===== config.mk =====
export PLATFORM = sky130hd
export DESIGN_NAME = i2c_transaction_scheduler
export DESIGN_NICKNAME = d
export VERILOG_FILES = /design/src/rtl/i2c_sched_pkg.sv /design/src/rtl/i2c_transaction_scheduler_rr_arbiter.sv /design/src/rtl/i2c_transaction_scheduler.sv
export SDC_FILE = /design/constraint.sdc
export NUM_CORES = 1
export LEC_CHECK = 0
export CELL_PAD_IN_SITES_DETAIL_PLACEMENT = 0
export CELL_PAD_IN_SITES_GLOBAL_PLACEMENT = 1
export CORE_MARGIN = 2
export CORE_UTILIZATION = 31
export DETAILED_ROUTE_END_ITERATION = 8
export HOLD_SLACK_MARGIN = 0.1
export PLACE_DENSITY = 0.87
export SLEW_MARGIN = 20
export SYNTH_ARGS = -nofsm -noshare
export SYNTH_HDL_FRONTEND = slang
export SYNTH_SLANG_ARGS = --single-unit

===== constraint.sdc =====
create_clock -name ClkRs_ix -period 2.7 [get_ports ClkRs_ix]
set_input_delay 0.81 -clock ClkRs_ix [delete_from_list [all_inputs] [get_ports ClkRs_ix]]
set_output_delay 0.81 -clock ClkRs_ix [all_outputs]
set_load 0.005 [all_outputs]

===== src/rtl/i2c_sched_pkg.sv =====
// Shared types and constants for the I2C transaction scheduler and its arbiter.
package i2c_sched_pkg;

  typedef struct packed {
    logic clk;
    logic reset;
  } ckrs_t;

  typedef struct packed {
    logic        rnw;
    logic [7:0]  reg_addr;
    logic [15:0] wdata;
  } i2c_cmd_t;

  typedef enum logic [2:0] {
    IDLE,
    ISSUE,
    WAIT,
    RESP,
    GUARD
  } sched_state_t;

  // Wide enough for the 20 ms timeout at 100 MHz and for the guard gap.
  localparam int c_TIMEOUT_CNT_W = 32;

  function automatic i2c_cmd_t make_cmd(input logic        rnw,
                                        input logic [7:0]  reg_addr,
                                        input logic [15:0] wdata);
    i2c_cmd_t cmd;
    cmd.rnw      = rnw;
    cmd.reg_addr = reg_addr;
    cmd.wdata    = wdata;
    return cmd;
  endfunction

endpackage


===== src/rtl/i2c_transaction_scheduler_rr_arbiter.sv =====
// Round-robin arbiter: combinational one-hot pick starting at the pointer,
// pointer moves past the current owner when advance is strobed.
module rr_arbiter
  import i2c_sched_pkg::*;
#(
  parameter int g_n = 4
) (
  input  ckrs_t          clk_rs,
  input  logic [g_n-1:0] req,
  input  logic [g_n-1:0] owner,
  input  logic           advance,
  output logic [g_n-1:0] pick,
  output logic           pick_valid
);

  localparam int c_PTR_W = (g_n > 1) ? $clog2(g_n) : 1;

  logic [c_PTR_W-1:0] ptr;
  logic [c_PTR_W-1:0] ptr_next;

  // Scan g_n positions starting at ptr; the first set request wins.
  always_comb begin
    int idx;
    idx        = 0;
    pick       = '0;
    pick_valid = 1'b0;
    for (int i = 0; i < g_n; i++) begin
      idx = int'(ptr) + i;
      if (idx >= g_n) begin
        idx = idx - g_n;
      end
      for (int j = 0; j < g_n; j++) begin
        if (idx == j && req[j] && !pick_valid) begin
          pick[j]    = 1'b1;
          pick_valid = 1'b1;
        end
      end
    end
  end

  always_comb begin
    ptr_next = ptr;
    for (int j = 0; j < g_n; j++) begin
      if (owner[j]) begin
        ptr_next = (j == g_n - 1) ? '0 : c_PTR_W'(j + 1);
      end
    end
  end

  always_ff @(posedge clk_rs.clk) begin
    if (!clk_rs.reset) begin
      ptr <= '0;
    end else if (advance) begin
      ptr <= ptr_next;
    end
  end

endmodule


===== src/rtl/i2c_transaction_scheduler.sv =====
// Shares one byte-level I2C master between several requesters: round-robin grant,
// one register transaction per grant, master timeout and an idle guard gap.
module i2c_transaction_scheduler
  import i2c_sched_pkg::*;
#(
  parameter int g_requesters     = 4,
  parameter int g_timeout_cycles = 2000000,
  parameter int g_guard_cycles   = 100
) (
  input  ckrs_t                         ClkRs_ix,
  input  logic [g_requesters-1:0]       Req_ib,
  input  logic [g_requesters-1:0]       Rnw_ib,
  input  logic [g_requesters-1:0][7:0]  Reg_ib8,
  input  logic [g_requesters-1:0][15:0] WData_ib16,
  output logic [g_requesters-1:0]       Grant_ob,
  output logic [g_requesters-1:0]       Done_ob,
  output logic [g_requesters-1:0]       Error_ob,
  output logic [15:0]                   RData_ob16,
  output logic                          MStart_o,
  output logic                          MAbort_o,
  output logic                          MRnw_o,
  output logic [7:0]                    MReg_ob8,
  output logic [15:0]                   MWData_ob16,
  input  logic                          MBusy_i,
  input  logic                          MDone_i,
  input  logic                          MError_i,
  input  logic [15:0]                   MRData_ib16,
  output logic [7:0]                    TimeoutCnt_ob8
);

  localparam logic [c_TIMEOUT_CNT_W-1:0] c_TMO_LAST   = c_TIMEOUT_CNT_W'(g_timeout_cycles - 1);
  localparam logic [c_TIMEOUT_CNT_W-1:0] c_GUARD_LAST = c_TIMEOUT_CNT_W'(g_guard_cycles - 1);

  sched_state_t                state;
  i2c_cmd_t                    cmd_sel;
  i2c_cmd_t                    cmd_q;
  logic [g_requesters-1:0]     pick;
  logic                        pick_valid;
  logic                        advance;
  logic [c_TIMEOUT_CNT_W-1:0]  tmo_cnt;
  logic [c_TIMEOUT_CNT_W-1:0]  guard_cnt;

  assign advance = (state == RESP);

  rr_arbiter #(
    .g_n (g_requesters)
  ) u_arbiter (
    .clk_rs     (ClkRs_ix),
    .req        (Req_ib),
    .owner      (Grant_ob),
    .advance    (advance),
    .pick       (pick),
    .pick_valid (pick_valid)
  );

  always_comb begin
    cmd_sel = '0;
    for (int i = 0; i < g_requesters; i++) begin
      if (pick[i]) begin
        cmd_sel = make_cmd(Rnw_ib[i], Reg_ib8[i], WData_ib16[i]);
      end
    end
  end

  // The latched command is held after the transaction so the master sees stable inputs.
  assign MRnw_o      = cmd_q.rnw;
  assign MReg_ob8    = cmd_q.reg_addr;
  assign MWData_ob16 = cmd_q.wdata;

  // Done/Error/RData are registered on leaving WAIT so they pulse during RESP.
  always_ff @(posedge ClkRs_ix.clk) begin
    if (!ClkRs_ix.reset) begin
      state          <= IDLE;
      cmd_q          <= '0;
      Grant_ob       <= '0;
      Done_ob        <= '0;
      Error_ob       <= '0;
      RData_ob16     <= '0;
      MStart_o       <= 1'b0;
      MAbort_o       <= 1'b0;
      TimeoutCnt_ob8 <= '0;
      tmo_cnt        <= '0;
      guard_cnt      <= '0;
    end else begin
      MStart_o <= 1'b0;
      MAbort_o <= 1'b0;
      Done_ob  <= '0;
      Error_ob <= '0;
      case (state)
        IDLE: begin
          if (pick_valid) begin
            Grant_ob <= pick;
            cmd_q    <= cmd_sel;
            state    <= ISSUE;
          end
        end
        ISSUE: begin
          if (!MBusy_i) begin
            MStart_o <= 1'b1;
            tmo_cnt  <= '0;
            state    <= WAIT;
          end
        end
        WAIT: begin
          // A completion in the expiry cycle takes precedence over the timeout.
          if (MDone_i) begin
            Done_ob    <= Grant_ob;
            Error_ob   <= MError_i ? Grant_ob : '0;
            RData_ob16 <= MRData_ib16;
            state      <= RESP;
          end else if (tmo_cnt == c_TMO_LAST) begin
            MAbort_o <= 1'b1;
            Done_ob  <= Grant_ob;
            Error_ob <= Grant_ob;
            if (TimeoutCnt_ob8 != 8'hFF) begin
              TimeoutCnt_ob8 <= TimeoutCnt_ob8 + 8'd1;
            end
            state <= RESP;
          end else begin
            tmo_cnt <= tmo_cnt + 1'b1;
          end
        end
        RESP: begin
          Grant_ob  <= '0;
          guard_cnt <= '0;
          state     <= GUARD;
        end
        GUARD: begin
          if (guard_cnt == c_GUARD_LAST) begin
            state <= IDLE;
          end else begin
            guard_cnt <= guard_cnt + 1'b1;
          end
        end
        default: begin
          state <= IDLE;
        end
      endcase
    end
  end

endmodule


==> out/metrics.cfg, run 1 <==
[routing]
drt_wl_total_mm = 21.5
firstDrtPassIters = 5
avgRoutedWirePerCell_um = 15.5
antenna_left = 0
vias = 7132
viasPerCell = 5.12
drc = 0
first_iter_violations = 317

[worst_hold_path]
min_path_type = clk -> reg
hold_depth = 4

[synth]
yosysUniqueCellTypes = 58
synth_edf_count = 0
yosys_warnings = 0
avgSynthCellArea_um2 = 8.00
yosysTopAreaCell = dfxtp_1
syn_inst = 826
synth_ff_type = dfxtp_1
synth-seq-cells = 132
netlist.area_leader.share_pct = 40.0
synth_area_leaders = dfxtp_1 (40%), a21oi_1 (7.3%), mux2i_1 (5.3%)
yosysMostFrequentCell = dfxtp_1
ys_seq_area_share_pct = 40.0
syn-num-nets = 954
synth_common_cells = dfxtp_1 (132), a21oi_1 (96), nand2_1 (71)
synthesis.area_um2 = 6610
synthArstFlopShare_pct = 0

[floorplan]
placementRows = 53
fp.dieW_um = 150
die-area_um2 = 22500
start_util_pct = 31.5
die_height_um = 150
core-area_um2 = 21000
io_pins = 188

[clock_tree]
cts_tree = built
path_clk_slew_ps = 60
cts_hold_buffers = 0
clk_latency_ps = 420

[worst_setup_path]
cp_num_cells = 7
max_stage_delay_ps = 450
crit_chain = clkdlybuf4s50_1 > or3b_4 > a2111oi_4 > buf_4 > nand4_1 > or3_1 > a21oi_1
critPathLaunchType = primary input
crit_slowest_cell = clkdlybuf4s50_1
critical_path_class = in -> reg
critPathBufInv = 2
path_delay_family = simple AND/OR/NAND/NOR gates
critPathCaptureType = flop
worstPathRequired_ps = 3040
crit_fanout = 4
r2r_cells = 7
cp.arrival_ps = 2930

[cells_and_area]
fin_nets = 1219
final_cells = 1392
drive_above_1_share_pct = 11.2
syn2layout_area_growth_pct = 62.7
fin_area_um2 = 10700
seq_area_um2 = 2640
n_antenna_cell = 0
fillers = 1958
multi_input_area_um2 = 3540

[power]
ir_worst_vdd_uv = 468
powerDensity_nw_per_um2 = 955
p_leak_nw = 4.21
power_w = 0.0103

[global_routing]
grt_pass1_vias = 8296
antenna_found_initial = 0
grtUsageTotal_pct = 19.8
grt_overflow = 0
grt_max_degree = 33
grt_pass1_wl_mm = 34.7

[place]
dpl.hpwl_mm = 14.3
portBuffers = 186
gp_congestion = 0.816
placed_cells = 1276
placed_cell_area_um2 = 8990

[sta]
hold_slack_ps = 131
setup_violations = 0
min_period_over_period_pct = 96.2
skew_ps = 14.4
finalHoldViolations = 0
clock.fmax_mhz = 385
fin_setup_tns_ps = 0
drv_slew = 0
worst_slew_pin_slew_ps = 767
finalCriticalPeriod_ps = 2600
maxSlewHeadroom_pct = 48.7

[job]
maxCapViolations = 0

[run_status]
outcome = completed

==> power by group <==
part | switching, W | total, W | internal, W
combinational | 0.000682 | 0.00148 | 0.000794
clock | 0.00243 | 0.00645 | 0.00403
sequential | 0.000144 | 0.00233 | 0.00218
==> worst reg2reg max path: cells and delay by family (launching register included) <==
family | cells | cell delay [ps]
flops | 1 | 420
compound gates | 1 | 260
buf+inv | 2 | 250
simple gates | 4 | 1440
==> layout by cell type (no fill, tap or decap), types with 9 or more instances in the layout <==
master	instances
and2_1	10
nor3_1	13
or3_1	17
nand4_1	32
nor2_1	60
o32ai_1	25
mux2i_1	35
xnor2_1	10
and3_1	12
clkbuf_16	51
xor2_1	25
inv_1	67
nand2_1	71
clkinv_1	42
clkdlybuf4s50_1	186
a21oi_1	95
o21ai_0	46
nor4_1	12
and4_1	9
nand3_1	31
buf_4	35
dfxtp_1	132
==> path summary, 6_finish.rpt <==
| kind | startpoint | end | slack, ps |
|---|---|---|---|
| worst max-delay path | MDone_i | tmo_cnt[19] | 100 |
| worst min-delay path | ClkRs_ix[0] | Grant_ob[2] | 130 |
| worst max register to register | tmo_cnt[15] | Done_ob[1] | 280 |
| worst min register to register | RData_ob16[5] | RData_ob16[5] | 450 |
==> area by class of cell <==
type | count | share of cell area (%)
Clock buffer | 57 | 12.2
Clock inverter | 59 | 3.98
Inverter | 67 | 2.34
Multi-Input combinational cell | 576 | 32.9
Sequential cell | 132 | 24.6
Tap cell | 275 | 3.20
Timing Repair Buffer | 226 | 20.7
==> layer usage <==
layer	up-vias	track usage (%)	share of wire [%]
met2	297	28.7	49
met3	48	13.1	8.9
met4	0	19.7	3.1
li1	3497	-	-
met1	3290	18.4	39
met5	-	0	0
==> cells by family after synthesis <==
logic type      Yosys count  share of synthesized area, %
xor+xnor                 35                          4.64
flops                   132                          40.0
fa+ha+maj                 3                         0.568
mux                      35                          5.30
simple gates            300                          23.8
buf+inv                 118                          6.91
compound gates          203                          18.7
==> registers in the layout, indices dropped and copies added, names as in the netlist, 2 cells and up <==
name and cells:
guard_cnt 32, tmo_cnt 32, MWData_ob16 16, RData_ob16 16, MReg_ob8 8, TimeoutCnt_ob8 8, Done_ob 4, Error_ob 4
Grant_ob 4, state 3, u_arbiter.ptr 2
==> per-stage QoR <==
stage                     utilization, %  setup slack (ps)
after global routing                51.3             -4.71
after CTS                           51.2              34.6
final                               51.3               104
after floorplan                        -               141
after detailed placement            42.9              -329
after global placement              42.9              -264
==> timing repair <==
action	in CTS	in global routing
setup endpoints to repair	2	2
pin swaps	0	0
gates resized for setup	1	1
buffers inserted	0	1
No activity file was read; power rests on OpenSTA's default activity.
==> run 2: changes to the inputs <==
MAX_ROUTING_LAYER = met4   (was not set)
==> out/metrics.cfg, run 2 (same netlist as run 1, synthesis figures left out) <==
[place]
portBuffers = 186
placed_cells = 1276
dpl.hpwl_mm = 14.3
gp_congestion = 0.828

[floorplan]
placementRows = 53
die-area_um2 = 22500
core-area_um2 = 21000
start_util_pct = 31.5
io_pins = 188
die_height_um = 150
fp.dieW_um = 150

[sta]
maxSlewHeadroom_pct = 47.9
finalHoldViolations = 0
skew_ps = 11.4
hold_slack_ps = 128
finalCriticalPeriod_ps = 2590
min_period_over_period_pct = 95.9
setup_violations = 0
worst_slew_pin_slew_ps = 779
clock.fmax_mhz = 386
drv_slew = 0

[worst_setup_path]
r2r_start = tmo_cnt[15]
critPathLaunchType = primary input
cp.arrival_ps = 2930
critical_path_class = in -> reg
r2r-end = Done_ob[3]
worstPathRequired_ps = 3040
r2r_slack_ps = 300
r2r_cells = 7
critPathCaptureType = flop
crit_fanout = 4

[cells_and_area]
fillers = 1958
syn2layout_area_growth_pct = 62.7
final_common_cell = clkdlybuf4s50_1
final_cell_mix = clkdlybuf4s50_1 (186), dfxtp_1 (132), a21oi_1 (95), nand2_1 (71), inv_1 (67)
top_regs = guard_cnt x32, tmo_cnt x32
final_cells = 1392
n_antenna_cell = 0
drive_above_1_share_pct = 11.2
fin_nets = 1219

[worst_hold_path]
min_to = Grant_ob[2]
min_path_type = clk -> reg
hold_depth = 4
min_from = ClkRs_ix[0]

[clock_tree]
cts_hold_buffers = 0
path_clk_slew_ps = 60
cts_tree = built
clk_latency_ps = 420

[routing]
viasPerCell = 5.15
drt_wl_total_mm = 21.6
vias = 7162
first_iter_violations = 376
avgRoutedWirePerCell_um = 15.5
drc = 0
antenna_left = 0
firstDrtPassIters = 5

[global_routing]
grt_overflow = 0
grtUsageTotal_pct = 20.4
antenna_found_initial = 0
grt_max_degree = 33
grt_pass1_vias = 8305
grt_pass1_wl_mm = 34.6

[power]
p_leak_nw = 4.21
ir_worst_vdd_uv = 470
powerDensity_nw_per_um2 = 956

[job]
maxCapViolations = 0

[run_status]
outcome = completed

-- run 2: cell counts in the layout (fill, tap and decap cells not counted) --
Identical to the previous run, type by type.
-- run 2: cell type report --
type | count | area (um2) | share of cell area (%)
multi-input cells | 576 | 3540 | 32.9
inverters | 67 | 251 | 2.34
clock inverters | 59 | 428 | 3.98
flip-flops and latches | 132 | 2640 | 24.6
well taps | 275 | 344 | 3.20
clock buffers | 57 | 1310 | 12.2
repair buffers | 226 | 2220 | 20.7
-- run 2: repair_timing --
item | CTS | global route
setup buffers | 0 | 1
resized for setup | 1 | 1
setup endpoints to repair | 2 | 2
pin swaps | 0 | 0
-- run 2: metrics by stage --
stage          setup TNS, ps  setup WS [ps]  utilization (%)  total power (W)  area (um2)
2_1_floorplan              0            141                -          0.00382        6610
3_3_place_gp           -4920           -264             42.9          0.00456        8990
3_5_place_dp           -6580           -329             42.9          0.00456        8990
4_1_cts                    0           34.6             51.2           0.0105       10700
5_1_grt                -3.70          -3.70             51.3           0.0109       10700
6_report                   0            111             51.3           0.0103       10700
-- run 2: how the worst max path moves through the flow --
stage                 start     endpoint  slack, ps
floorplan           MDone_i  tmo_cnt[23]        140
global placement    MDone_i  tmo_cnt[19]       -260
detailed placement  MDone_i  tmo_cnt[19]       -330
CTS                 MDone_i  tmo_cnt[19]         30
global route        MDone_i  tmo_cnt[19]         -4
finish              MDone_i  tmo_cnt[19]        110
-- run 2: power breakdown --
part           leakage [nW]  internal (W)  total (W)  switching, W
Combinational          1.93      0.000794    0.00149      0.000692
Clock                  1.21       0.00403    0.00646       0.00243
Sequential             1.07       0.00218    0.00233      0.000144
Total                  4.21       0.00700     0.0103       0.00327
-- run 2: per-layer routing --
metal | wire [um] | GRT usage [%] | up-vias
met5 | 0 | - | -
met4 | 675 | 19.6 | 0
met3 | 1640 | 11.9 | 53
met2 | 10400 | 28.6 | 311
met1 | 8820 | 19.3 | 3303
li1 | - | - | 3495
-- run 2: critical path, cell delays in order --
cell and delay [ps]:
clkdlybuf4s50_1 450, or3b_4 430, a2111oi_4 390, buf_4 190, nand4_1 160, or3_1 350, a21oi_1 150
